**src/rtl/line_writeback_serializer_pkg.sv**
```systemverilog
// Shared types for the line writeback path: cache geometry, beat width and
// the writeback FSM state encoding.
package line_writeback_serializer_pkg;

    localparam int unsigned WORD_WIDTH     = 16;
    localparam int unsigned WORDS_PER_LINE = 8;
    localparam int unsigned LINE_WIDTH     = WORD_WIDTH * WORDS_PER_LINE;
    localparam int unsigned BEAT_WIDTH     = $clog2(WORDS_PER_LINE);

    typedef logic [WORD_WIDTH-1:0] lc3b_word;
    typedef logic [2:0]            cache_index;
    typedef logic [8:0]            cache_tag;
    typedef logic [LINE_WIDTH-1:0] cache_line;
    typedef logic [BEAT_WIDTH-1:0] beat_t;

    typedef enum logic [1:0] {
        IDLE,
        READ,
        SEND,
        DONE
    } wb_state_t;

    // Byte address of one beat: word-aligned, beat selects the word in the line.
    function automatic lc3b_word beat_address(cache_tag tag, cache_index index, beat_t beat);
        return {tag, index, beat, 1'b0};
    endfunction

endpackage

```
**src/rtl/line_writeback_serializer_word_mux.sv**
```systemverilog
// Selects one memory word out of a cache line by word index.
// Purely combinational so the read-hit path can share it.
module line_word_mux #(
    parameter int unsigned WORD_WIDTH     = 16,
    parameter int unsigned WORDS_PER_LINE = 8
) (
    input  logic [WORD_WIDTH*WORDS_PER_LINE-1:0] line_i,
    input  logic [$clog2(WORDS_PER_LINE)-1:0]    sel_i,
    output logic [WORD_WIDTH-1:0]                word_o
);

    // Word k occupies bits [WORD_WIDTH*k +: WORD_WIDTH].
    always_comb begin
        word_o = line_i[sel_i*WORD_WIDTH +: WORD_WIDTH];
    end

endmodule

```
**src/rtl/line_writeback_serializer.sv**
```systemverilog
// Evicts one cache line: reads it from the data array by index, then writes
// it to memory as eight word beats, each with its own write/resp handshake.
module line_writeback_serializer
    import line_writeback_serializer_pkg::*;
#(
    parameter int unsigned WORD_WIDTH     = 16,
    parameter int unsigned WORDS_PER_LINE = 8
) (
    input  logic                               clk,
    input  logic                               reset_n,
    input  logic                               wb_start,
    input  logic [2:0]                         wb_index,
    input  logic [8:0]                         wb_tag,
    output logic                               wb_busy,
    output logic                               wb_done,
    output logic [2:0]                         arr_index,
    input  logic [WORD_WIDTH*WORDS_PER_LINE-1:0] arr_dataout,
    output logic [15:0]                        mem_address,
    output logic [WORD_WIDTH-1:0]              mem_wdata,
    output logic                               mem_write,
    input  logic                               mem_resp
);

    localparam int unsigned LW = WORD_WIDTH * WORDS_PER_LINE;
    localparam beat_t LAST_BEAT = beat_t'(WORDS_PER_LINE - 1);

    wb_state_t   state_q;
    cache_index  index_q;
    cache_tag    tag_q;
    logic [LW-1:0] line_q;
    beat_t       beat_q;
    logic        write_q;
    logic        busy_q;
    logic        done_q;

    // Writeback sequencer: all outputs are registered here, so nothing at the
    // ports depends combinationally on wb_start or mem_resp.
    always_ff @(posedge clk or negedge reset_n) begin
        if (!reset_n) begin
            state_q <= IDLE;
            index_q <= '0;
            tag_q   <= '0;
            line_q  <= '0;
            beat_q  <= '0;
            write_q <= 1'b0;
            busy_q  <= 1'b0;
            done_q  <= 1'b0;
        end else begin
            done_q <= 1'b0;
            unique case (state_q)
                IDLE: begin
                    if (wb_start) begin
                        index_q <= wb_index;
                        tag_q   <= wb_tag;
                        busy_q  <= 1'b1;
                        state_q <= READ;
                    end
                end
                READ: begin
                    line_q  <= arr_dataout;
                    beat_q  <= '0;
                    write_q <= 1'b1;
                    state_q <= SEND;
                end
                SEND: begin
                    if (mem_resp) begin
                        if (beat_q == LAST_BEAT) begin
                            write_q <= 1'b0;
                            done_q  <= 1'b1;
                            state_q <= DONE;
                        end else begin
                            beat_q <= beat_q + 1'b1;
                        end
                    end
                end
                DONE: begin
                    busy_q  <= 1'b0;
                    state_q <= IDLE;
                end
                default: state_q <= IDLE;
            endcase
        end
    end

    line_word_mux #(
        .WORD_WIDTH     (WORD_WIDTH),
        .WORDS_PER_LINE (WORDS_PER_LINE)
    ) u_word_mux (
        .line_i (line_q),
        .sel_i  (beat_q),
        .word_o (mem_wdata)
    );

    // Port views of the registered state.
    always_comb begin
        arr_index   = index_q;
        mem_address = beat_address(tag_q, index_q, beat_q);
        mem_write   = write_q;
        wb_busy     = busy_q;
        wb_done     = done_q;
    end

endmodule

```
**config.mk**
```make
export PLATFORM = sky130hd
export DESIGN_NAME = line_writeback_serializer
export DESIGN_NICKNAME = d
export VERILOG_FILES = /design/src/rtl/line_writeback_serializer_pkg.sv /design/src/rtl/line_writeback_serializer_word_mux.sv /design/src/rtl/line_writeback_serializer.sv
export SDC_FILE = /design/constraint.sdc
export NUM_CORES = 1
export LEC_CHECK = 0
export ABC_AREA = 1
export BUFFER_PORTS_ARGS = -buffer_cell sky130_fd_sc_hd__buf_2
export CORE_MARGIN = 2
export CORE_UTILIZATION = 45
export CTS_CLUSTER_SIZE = 24
export DETAILED_ROUTE_END_ITERATION = 8
export PLACE_DENSITY = 0.74
export SYNTH_ARGS = -nofsm -noshare
export SYNTH_HDL_FRONTEND = slang
export SYNTH_SLANG_ARGS = --single-unit
```
**constraint.sdc**
```tcl
create_clock -name clk -period 1.7 [get_ports clk]
set_input_delay 0.255 -clock clk [delete_from_list [all_inputs] [get_ports clk]]
set_output_delay 0.255 -clock clk [all_outputs]
set_load 0.05 [all_outputs]
```
==> impl_metrics.json <==
{
  "outcome": "finished, violations left",
  "failed_checks": "setup timing",
  "die_h_um": 131,
  "crit_required_ns": 1.44,
  "ff_latch_area_um2": 3710,
  "fin_area_um2": 9470,
  "dpl_cell_area_um2": 8390,
  "cts_root_buffer": "clkbuf_16",
  "yosysWarnings": 0,
  "period_share_pct": 120,
  "htree_levels": 4,
  "drive_gt1_share_pct": 26.4,
  "syn-num-nets": 1097,
  "power_density_nw_per_um2": 2180,
  "final_common_cell": "nand2_1",
  "fillerInstances": 1383,
  "ys_top_cells_by_area": "dfrtp_1, nand2_1, o21ai_0",
  "synth_top_area_share_pct": 51.1,
  "seq_area_frac_synth_pct": 51.1,
  "power.internal_w": 0.0115,
  "drtIter0Drc": 543,
  "worst-setup-path-type": "reg -> out",
  "routed_via_density": 4.91,
  "clock-skew-final_ns": 0.00950,
  "cts_tree": "built",
  "p_sw_w": 0.00921,
  "drv_cap": 0,
  "drc": 0,
  "cts_inserted_buffers": 17,
  "dieArea_um2": 17100,
  "synth-seq-cells": 148,
  "p_leak_nw": 5.06,
  "ir_drop_uv": 1380,
  "clk_pin_slew_worst_paths_ns": 0.06,
  "cts_buffer_depth": 2,
  "switching_share_pct": 44.5,
  "grt_antenna_before_repair": 0,
  "r2r_slack_ns": 0.10,
  "grt_pass1_wl_um": 32400,
  "fin_hold_ws_ns": 0.00648,
  "hold_class": "in -> reg",
  "synth.avg_cell_area_um2": 7.67,
  "p_clk_share_pct": 19.8,
  "critPathCaptureType": "output pin",
  "slew_viol_final": 0,
  "coreArea_um2": 15800,
  "synthCells": 945,
  "fin_nets": 1265,
  "sequentialPowerShare_pct": 27.9,
  "p_comb_share_pct": 52.3,
  "multi_input_area_um2": 2800,
  "place_inst": 1302,
  "finalHoldViolCount": 0,
  "num_rows": 46,
  "post-route-min-period_ns": 2.05,
  "gp_congestion": 0.824,
  "initial_core_util_pct": 45.8,
  "arrival_ns": 1.79,
  "finalSetupViolCount": 16,
  "most-common-layout-cells": "nand2_1, buf_2, dfrtp_1",
  "rsz0062_at_grt": "yes",
  "postRouteAntennaNets": 0,
  "crit_fanout": 19,
  "timing.final.ws_setup_ns": -0.345,
  "timing.fmax_mhz": 489,
  "startpoint_type": "flip-flop",
  "yosysUniqueCellTypes": 17,
  "firstDrtPassIters": 5,
  "netlist_area_um2": 7250,
  "die_w_um": 131,
  "post-synth-top-area-cell": "dfrtp_1",
  "grt_pass1_vias": 6332,
  "cts.sinks": 148,
  "vias": 6581,
  "gr-usage-all-layers_pct": 25.2,
  "area_growth_pct": 30.6,
  "hpwl_um": 14500,
  "io_pins": 182,
  "clkLatencyLatePin_ns": 0.44,
  "post_drt_wl_per_cell_um": 15.5,
  "finalWirelength_um": 20700,
  "grt_max_degree": 109,
  "grt_overflow": 0,
  "numPortBuffers": 180,
  "fin_cells": 1341
}
-- worst max-delay path: stages (launching register included) --
cell and delay (ns):
dfrtp_2 0.48, inv_6 0.14, buf_12 0.16, nand2_1 0.08
nand3_1 0.09, nand2_1 0.06, nand2_1 0.09, nand2_2 0.08
buf_6 0.16
-- metrics by stage --
step | utilization [%] | worst slack (ns) | TNS, ns | power [W]
after floorplan | - | 0.0629 | 0 | 0.0128
after detailed placement | 53.0 | 0.0534 | 0 | 0.0153
after CTS | 59.1 | -0.323 | -4.88 | 0.0203
final | 59.8 | -0.345 | -5.20 | 0.0207
after global routing | 59.8 | -0.406 | -6.14 | 0.0221
after global placement | 53.0 | 0.0762 | 0 | 0.0151
-- timing repair --
action,CTS,global route
hold buffers,1,0
setup endpoints to repair,16,17
pin swaps,7,17
hold endpoints to repair,36,0
buffers inserted,2,0
gates cloned,4,1
resized for setup,56,27
-- final cells by class --
type / count / share of cell area [%]
inverter: 140 / 5.61
tap: 216 / 2.85
antenna: 1 / 0.0264
clock buffer: 21 / 4.86
timing repair buffer: 207 / 16.1
sequential: 148 / 39.1
multi-input combinational: 599 / 29.6
clock inverter: 9 / 1.88
-- state kept, by name (all words and copies together) (netlist names) --
| register | flops |
|---|---|
| tag_q | 9 |
| beat_q | 3 |
| wb_done | 1 |
| wb_busy | 1 |
| state_q | 2 |
| arr_index | 3 |
| line_q | 128 |
| mem_write | 1 |
-- logic make-up (layout without fill, tap and decap cells) --
kind of cell	count (synthesis)	after routing	share of synthesized area [%]
AOI/OAI and AO/OA	134	134	9.25
adders and majority gates	8	8	1.38
buffers and inverters	198	377	13.2
DFF	148	148	51.1
other	1	2	0.0517
and+or+nand+nor	456	456	25.0
-- Yosys cell counts (all sizes together) --
master,instances
buf,43
clkbuf,15
clkinv,1
conb,1
dfrtp,148
ha,8
inv,139
nand2,384
nand3,70
nor2,2
o21ai,134
-- per-layer routing --
layer	global-route usage [%]	part of all wire (%)
met1	33.3	44
met2	39.6	45
met3	8.55	8.7
met4	7.51	2.2
met5	0	0
-- power groups by stage --
| stage | Clock (W) | Sequential, W | Combinational, W |
|---|---|---|---|
| after floorplan | 0 | 0.00624 | 0.00655 |
| final | 0.00410 | 0.00576 | 0.0108 |
| after detailed placement | 0 | 0.00578 | 0.00953 |
| after global routing | 0.00431 | 0.00593 | 0.0118 |
| after CTS | 0.00413 | 0.00575 | 0.0105 |
| after global placement | 0 | 0.00573 | 0.00937 |
-- worst paths after layout --
check                      cells past startpoint         from       endpoint
max reg2reg                                    8    beat_q[0]      beat_q[1]
min in group asynchronous                      2      reset_n     line_q[87]
max in group asynchronous                      3      reset_n     line_q[14]
min                                            3  wb_index[2]   arr_index[2]
min reg2reg                                    2     tag_q[5]       tag_q[5]
max                                            8    beat_q[0]  mem_wdata[12]
(Power assumes the default switching activity.)
